===== src/rtl/alu_issue_unit.sv =====
// Initiator side of the ALU interface: decodes and registers a request, drives the
// external combinational ALU, then captures its result and flags into a response register.
module alu_issue_unit #(
  parameter int DATA_W  = 64,
  parameter int TAG_W   = 4,
  parameter int COUNT_W = 16
) (
  input  logic               clk,
  input  logic               rst_n,
  input  logic               req_valid,
  output logic               req_ready,
  input  logic [2:0]         req_op,
  input  logic [DATA_W-1:0]  req_a,
  input  logic [DATA_W-1:0]  req_b,
  input  logic [TAG_W-1:0]   req_tag,
  output logic [DATA_W-1:0]  alu_a,
  output logic [DATA_W-1:0]  alu_b,
  output logic [3:0]         alu_control,
  input  logic [DATA_W-1:0]  alu_out,
  input  logic               alu_carry,
  output logic               rsp_valid,
  input  logic               rsp_ready,
  output logic [DATA_W-1:0]  rsp_result,
  output logic               rsp_ovf,
  output logic               rsp_zero,
  output logic               rsp_err,
  output logic [TAG_W-1:0]   rsp_tag,
  output logic [COUNT_W-1:0] op_count,
  output logic [1:0]         fsm_state
);

  // Handshake: a transfer happens on a rising edge where valid and ready are both high;
  // valid never depends on ready, and a presented response holds until it transfers.

  localparam logic [1:0] IDLE = 2'd0;
  localparam logic [1:0] EXEC = 2'd1;
  localparam logic [1:0] RESP = 2'd2;

  localparam logic [2:0] OP_AND   = 3'd0;
  localparam logic [2:0] OP_OR    = 3'd1;
  localparam logic [2:0] OP_ADD   = 3'd2;
  localparam logic [2:0] OP_SUB   = 3'd3;
  localparam logic [2:0] OP_PASSB = 3'd4;
  localparam logic [2:0] OP_NOR   = 3'd5;

  logic [1:0]        state;
  logic [2:0]        op_q;
  logic              err_q;
  logic [TAG_W-1:0]  tag_q;
  logic [3:0]        ctrl_dec;
  logic              legal;
  logic              accept;
  logic              sub_ovf;
  logic              ovf_next;
  logic [DATA_W-1:0] result_next;

  assign fsm_state = state;

  always_comb begin
    legal    = 1'b1;
    ctrl_dec = 4'b0000;
    case (req_op)
      OP_AND:   ctrl_dec = 4'b0000;
      OP_OR:    ctrl_dec = 4'b0001;
      OP_ADD:   ctrl_dec = 4'b0010;
      OP_SUB:   ctrl_dec = 4'b0110;
      OP_PASSB: ctrl_dec = 4'b0111;
      OP_NOR:   ctrl_dec = 4'b1100;
      default:  legal    = 1'b0;
    endcase
  end

  assign req_ready = rst_n & ((state == IDLE) | ((state == RESP) & rsp_ready));
  assign accept    = req_valid & req_ready;

  // The ALU only refreshes its carry on ADD, so every other op must mask it.
  assign sub_ovf = (alu_a[DATA_W-1] & ~alu_b[DATA_W-1] & ~alu_out[DATA_W-1]) |
                   (~alu_a[DATA_W-1] & alu_b[DATA_W-1] & alu_out[DATA_W-1]);

  always_comb begin
    ovf_next = 1'b0;
    if (!err_q) begin
      if (op_q == OP_ADD)      ovf_next = alu_carry;
      else if (op_q == OP_SUB) ovf_next = sub_ovf;
    end
  end

  assign result_next = err_q ? '0 : alu_out;

  always_ff @(posedge clk or negedge rst_n) begin
    if (!rst_n) begin
      state       <= IDLE;
      op_q        <= '0;
      err_q       <= 1'b0;
      tag_q       <= '0;
      alu_a       <= '0;
      alu_b       <= '0;
      alu_control <= '0;
      rsp_valid   <= 1'b0;
      rsp_result  <= '0;
      rsp_ovf     <= 1'b0;
      rsp_zero    <= 1'b0;
      rsp_err     <= 1'b0;
      rsp_tag     <= '0;
      op_count    <= '0;
    end else begin
      if (accept) begin
        alu_a       <= legal ? req_a : '0;
        alu_b       <= legal ? req_b : '0;
        alu_control <= ctrl_dec;
        op_q        <= req_op;
        err_q       <= ~legal;
        tag_q       <= req_tag;
      end
      case (state)
        IDLE: begin
          if (accept) state <= EXEC;
        end
        EXEC: begin
          rsp_result <= result_next;
          rsp_ovf    <= ovf_next;
          rsp_zero   <= (result_next == '0);
          rsp_err    <= err_q;
          rsp_tag    <= tag_q;
          rsp_valid  <= 1'b1;
          state      <= RESP;
        end
        RESP: begin
          if (rsp_ready) begin
            op_count  <= op_count + {{(COUNT_W-1){1'b0}}, 1'b1};
            rsp_valid <= 1'b0;
            state     <= accept ? EXEC : IDLE;
          end
        end
        default: state <= IDLE;
      endcase
    end
  end

endmodule


===== config.mk =====
export PLATFORM = sky130hd
export DESIGN_NAME = alu_issue_unit
export DESIGN_NICKNAME = d
export VERILOG_FILES = /design/src/rtl/alu_issue_unit.sv
export SDC_FILE = /design/constraint.sdc
export NUM_CORES = 1
export LEC_CHECK = 0
export ABC_AREA = 1
export BUFFER_PORTS_ARGS = -buffer_cell sky130_fd_sc_hd__buf_2
export CORE_AREA = 2 2 168 170
export CTS_BUF_LIST = sky130_fd_sc_hd__clkbuf_8
export DETAILED_ROUTE_END_ITERATION = 7
export DIE_AREA = 0 0 170 172
export GPL_ROUTABILITY_DRIVEN = 0
export SLEW_MARGIN = 40
export SYNTH_ARGS = -nofsm -noshare
export SYNTH_HDL_FRONTEND = slang
export SYNTH_SLANG_ARGS = --single-unit

===== constraint.sdc =====
create_clock -name clk -period 2 [get_ports clk]
set_clock_uncertainty 0.1 [all_clocks]
set_input_delay 0 -clock clk [delete_from_list [all_inputs] [get_ports clk]]
set_output_delay 0 -clock clk [all_outputs]
set_load 0.02 [all_outputs]

== After elaboration in Yosys (flattened, before gate mapping) ==
Index checks and enable logic that the tools add are counted.
W data, S select, Z words.

* Add/subtract/negate cells: 1
* Equality and inequality tests: 11
* Muxes and demuxes: 14
* Bitwise gates (word level): 13
* Reductions and logical operators: 8

{| class="wikitable"
|+ Operators by type and width
! kind !! number
|-
| $mux W64 || 3
|-
| $logic_not A64 Y1 || 1
|-
| $pmux W4 S5 || 1
|-
| $add A16 B1 Y16 const B || 1
|-
| $eq A3 B2 Y1 const B || 4
|-
| $and A1 B1 Y1 || 7
|-
| $eq A3 B3 Y1 const B || 2
|-
| $mux W1 || 6
|-
| $pmux W2 S3 || 1
|-
| $reduce_and A2 Y1 || 3
|-
| $reduce_or A6 Y1 || 1
|-
| $mux W2 || 2
|-
| $ne A2 B2 Y1 const B || 2
|-
| $not A1 Y1 || 4
|-
| $eq A3 B1 Y1 const B || 1
|-
| $logic_not A3 Y1 || 1
|-
| $eq A2 B1 Y1 const B || 1
|-
| $eq A2 B2 Y1 const B || 1
|-
| $logic_not A2 Y1 || 1
|-
| $or A1 B1 Y1 || 2
|-
| $pmux W1 S2 || 1
|-
| $reduce_bool A2 Y1 || 1
|}

* Flip-flop bits (word level): 230
* Bits of input ports: 204
* Output and inout bits: 223
* Word-level logic and storage cells: 61

== Logic depth before layout (Yosys ltp) ==
* Depth after elaboration: 8
* Mapped depth: 10
* Depth with buffers taken out: 9

== Worst setup path after synthesis ==
Ideal clock, no wire load.

* Path kind: register to register
* Start: register state[0], in the netlist fsm_state[0]
* End: register alu_a[0]
* Library setup time: 0.121 ns
* Arrival time: 1.517 ns
* Required time: 1.779 ns
* Path slack: 0.262 ns
* Cell stages (with the launch flop): 8
* Path buffers: 2
* Clock period less this slack: 1.738 ns
* Path through: dfrtp_1 > inv_2 > nand2_1 > nor2_2 > nand2_2 > buf_2 > buf_2 > a22o_1

* Longest elaborated chain between the ends: 5
* Elaborated cells on any way between the ends: 6
* Classes of those cells: 1 x eq/ne; 4 x bitwise; 1 x reduce/logical

{| class="wikitable"
|+ RTL lines
! item !! RTL line !! source
|-
| start: declaration || 46 || <nowiki>logic [1:0] state;</nowiki>
|-
| start signal: assignment || 132 || <nowiki>state <= accept ? EXEC : IDLE;</nowiki>
|-
| $eq A2 B2 Y1 || 73 || <nowiki>assign req_ready = rst_n & ((state == IDLE) | ((state == RESP) & rsp_ready));</nowiki>
|-
| $and A1 B1 Y1 || 73 ||
|-
| $or A1 B1 Y1 * || 73 ||
|-
| $and A1 B1 Y1 * || 73 ||
|-
| via req_ready || 11 || <nowiki>output logic req_ready,</nowiki>
|-
| $and A1 B1 Y1 * || 74 || <nowiki>assign accept = req_valid & req_ready;</nowiki>
|-
| end signal: assignment || 108 || <nowiki>alu_a <= legal ? req_a : '0;</nowiki>
|-
| end: declaration || 16 || <nowiki>output logic [DATA_W-1:0] alu_a,</nowiki>
|}

The timed path passes the listed nets; every way through them passes the cells marked *.
A chain may end at the register's enable or synchronous reset.

== Final worst setup path ==
* Start: register state[1], in the netlist fsm_state[1]
* End: register alu_b[52]

* Longest elaborated chain between the ends: 5
* Elaborated cells on any way between the ends: 6
* Classes of those cells: 1 x eq/ne; 4 x bitwise; 1 x reduce/logical

{| class="wikitable"
|+ RTL lines
! item !! RTL line !! source
|-
| $eq A2 B2 Y1 || 73 ||
|-
| $and A1 B1 Y1 || 73 ||
|-
| $or A1 B1 Y1 * || 73 ||
|-
| $and A1 B1 Y1 * || 73 ||
|-
| $and A1 B1 Y1 * || 74 ||
|-
| end signal: assignment || 109 || <nowiki>alu_b <= legal ? req_b : '0;</nowiki>
|-
| end: declaration || 17 || <nowiki>output logic [DATA_W-1:0] alu_b,</nowiki>
|}

Every way passes the cells marked *; elsewhere a longest branch is shown, timed or not.

==> results.rst <==
.. list-table::
   :header-rows: 1

   * - Metric
     - Value
   * - Outcome
     - finished, final reports clean
   * - Number of synthesized register bits
     - 230
   * - Part of the Yosys area used for sequential elements
     - 63.4%
   * - Dpl cell area
     - roughly 12000 sq um
   * - Reported max-cap violation count
     - 0
   * - Overall via count from detail_route
     - 8831
   * - Clock net sink count
     - 230
   * - Power per unit of standard cell area
     - between 1000 and 1500 nW/um^2
   * - Arrival time at the worst endpoint
     - approximately 2.2 ns
   * - CTS clk-pin slew, worst paths
     - 0.06 ns
   * - Number of H-tree levels
     - 2
   * - Required time worst endpoint
     - between 2 and 2.5 ns
   * - Worst hold path class
     - input pin to asynchronous set/reset pin
   * - Final setup fails
     - 0
   * - Setup repair after global routing missed its margin
     - false
   * - M1 wire length
     - ~13 mm
   * - DRC violations left
     - 0
   * - TritonCTS Buffers
     - 40
   * - Final wirelength
     - between 30 and 40 mm
   * - TNS Setup
     - 0 ns
   * - Count of buffers inserted at the top-level ports
     - 426
   * - Worst r2r dst
     - alu_b[52]
   * - NumNets Final
     - approximately 1700
   * - Endpoint of the worst setup timing path
     - alu_b[52]
   * - Routed len/inst
     - 17.2 microns
   * - Number of iterations in the first detailed-routing pass
     - 5
   * - Wire length of the first global-routing pass
     - between 40 and 50 mm
   * - 1st-iter DRT viols
     - between 400 and 500
   * - Dominant register cell in the synthesized netlist
     - dfrtp_1
   * - Fraction of registers with async set/reset
     - between 90% and 100%
   * - P&R area growth vs syn
     - 59.6%
   * - Routed wire length on met3
     - roughly 2.8 mm
   * - Clock root cell
     - clkbuf_8
   * - Reported leakage power
     - between 7 and 8 nW
   * - Die Wd
     - between 150 and 200 microns
   * - Die area
     - around 29000 sq um
   * - Syn. warnings
     - 0
   * - Transition at the pin with the smallest max-transition slack
     - ~0.66 ns
   * - Post-synthesis instance area
     - 9080 sq um
   * - Die Ht
     - around 170 microns
   * - Final critical-path required period
     - approximately 1.8 ns
   * - Number of global-route vias before repair
     - a little under 9000
   * - Overall track demand over capacity in global routing
     - around a fifth
   * - HPWL after detailed placement
     - 21.1 mm
   * - Avg Vias per Cell
     - 4.79
   * - Worst hold-check slack
     - between 0.02 and 0.03 ns
   * - Depth of the worst register-to-register path
     - 7
   * - CTS-repair resized insts
     - 0
   * - Number of distinct library cells after synthesis
     - 26
   * - Slowest stage cell on the critical path
     - dfrtp_1
   * - Startpoint of the worst register-to-register path
     - fsm_state[1]
   * - Starting density of the core
     - around 33%
   * - List of cells traversed by the critical path
     - inv_1 > nor2_1 > nor2_2 > nand2_4 > buf_4 > buf_12 > a22o_1
   * - Fraction of final layout cells with drive strength greater than 1
     - about 34%
   * - Number of enable-type register cells in the synthesized netlist
     - 0
   * - Mapped Nets
     - 1040
   * - Worst vdd rail ir drop
     - around 0.56 mV
   * - Placed Instances
     - between 1500 and 2000
   * - CORE AREA
     - around 27000 sq um
   * - Maximum operating frequency
     - around 550 MHz
   * - Final Max Tran Viols
     - 0
   * - Element type at the critical path start
     - flop
   * - Clock tree from TritonCTS
     - built
   * - Critical path startpoint
     - fsm_state[1]
   * - Number of cells in the finished layout apart from fillers
     - ~1800
   * - Final core utilization
     - a little over half
   * - Antenna Violating Nets Remaining
     - 0
   * - Slew margin rel.
     - around 56%
   * - Number of instances in the synthesized netlist
     - about 840
   * - Total gr overflow
     - 0
   * - Highest fanout seen on the critical path
     - 92
   * - # Post-CTS Setup Buffers
     - 0
   * - Fin crit share
     - 90.9%
   * - Io pins
     - between 400 and 500
   * - Worst-case clock buffer depth
     - 3
   * - # hold bufs at CTS
     - between 200 and 250
   * - Setup slack of the most critical reg-to-reg path
     - about 0.18 ns
   * - Synthesized area per cell
     - between 10 and 15 sq um
   * - Uppermost metal layer occupied by signal nets
     - met4
   * - # rows
     - between 60 and 70
   * - Pin count of the biggest net entering global routing
     - 117
   * - Routed met2 length
     - around 16 mm
   * - Final std cell area, no fill
     - between 10000 and 15000 sq um
   * - Critical Path Max Stage Delay
     - around 0.43 ns
   * - Worst Setup End Kind
     - flop
   * - Hold Violations, Final
     - 0
   * - Number of antenna violations at the first check in global routing
     - 1
   * - Clk_lat worst skew
     - slightly above 0.5 ns
   * - Critical setup path kind
     - flop to flop
## flip-flops by register name, summed over array words and instances, names as in the netlist
signal	cells
rsp_ovf	1
tag_q	4
op_q	3
fsm_state	2
alu_a	64
alu_control	4
err_q	1
rsp_zero	1
op_count	16
alu_b	64
rsp_tag	4
rsp_err	1
rsp_valid	1
rsp_result	64
## metrics by stage
| stage | worst slack (ns) | total power (W) |
|---|---|---|
| CTS | 0.202 | 0.0152 |
| finish | 0.183 | 0.0151 |
| floorplan | 0.262 | 0.00859 |
| detailed placement | 0.213 | 0.0104 |
| global route | 0.0434 | 0.0159 |
| global placement | 0.249 | 0.0103 |
## power breakdown
part | leakage (nW) | total (W) | internal (W) | switching (W)
sequential | 2.94 | 0.00618 | 0.00561 | 0.000579
clock | 0.458 | 0.00445 | 0.00257 | 0.00188
combinational | 4.37 | 0.00446 | 0.00175 | 0.00271
total | 7.77 | 0.0151 | 0.00993 | 0.00517
## kinds of logic after synthesis
family	share of synthesized area, %
and+or+nand+nor	15.0
DFF	63.4
AOI/OAI and AO/OA	15.2
buffers and inverters	5.08
xor gates and xnor gates	1.25
adders and majority gates	0.138
## worst max-delay path, delay by kind of cell, from the launching register on
| kind | cells | cell delay [ns] |
|---|---|---|
| AND/OR/NAND/NOR | 3 | 0.31 |
| flip-flops | 1 | 0.43 |
| AO/OA/AOI/OAI | 1 | 0.23 |
| buffers and inverters | 3 | 0.62 |
## cell type report
cell class              instances  area (sq um)
diodes                          3          7.51
inverters                      28           105
fillers                      2400         13000
well taps                     346           433
clock inverters                14           111
flip-flops and latches        230          5760
multi-input cells             520          2890
repair buffers                652          4480
clock buffers                  52           716
## per-layer routing
metal  vias up  GRT usage (%)
met4         0           6.28
li1       4147              -
met5         -              0
met2       406           36.2
met3        59           6.23
met1      4219           25.1
## synth_stat cells, drive strengths merged (2+ instances only)
master  number  area share (%)
clkbuf      15            0.62
dfrtp      230              63
inv         28             1.2
nor3         9            0.50
xor2         9            0.87
o21a         2            0.17
nand3       72             4.0
nand4        5            0.34
nand2      221             9.2
nor2        21            0.90
o21ai       43             2.4
xnor2        4            0.39
a21oi        2            0.15
a22o       126              12
buf         42             3.3
o31ai        3            0.25
## cell usage in the layout (no fill, tap or decap), types with 4 or more instances in the layout
cell / synthesis / routed
buf_2: 27 / 425
dfrtp_1: 230 / 230
nand2_1: 220 / 220
dlygate4sd3_1: 0 / 205
a22o_1: 126 / 126
nand3_1: 72 / 72
clkbuf_8: 0 / 53
o21ai_0: 40 / 40
inv_1: 25 / 34
nor2_1: 20 / 19
buf_4: 1 / 10
buf_12: 0 / 10
nor3_1: 9 / 9
xor2_1: 9 / 9
nand4_1: 5 / 5
xnor2_1: 4 / 4
## worst min-delay path by stage
stage | to | slack [ns] | depth (start not counted)
finish | rsp_result[35] | 0.03 | 3
CTS | rsp_result[52] | 0.005 | 3
global route | rsp_result[52] | 0.05 | 3
global placement | op_count[12] | -0.28 | 1
floorplan | alu_a[0] | -0.40 | 0
detailed placement | op_count[12] | -0.27 | 1
Note: power is estimated with default switching activity, not from simulation.
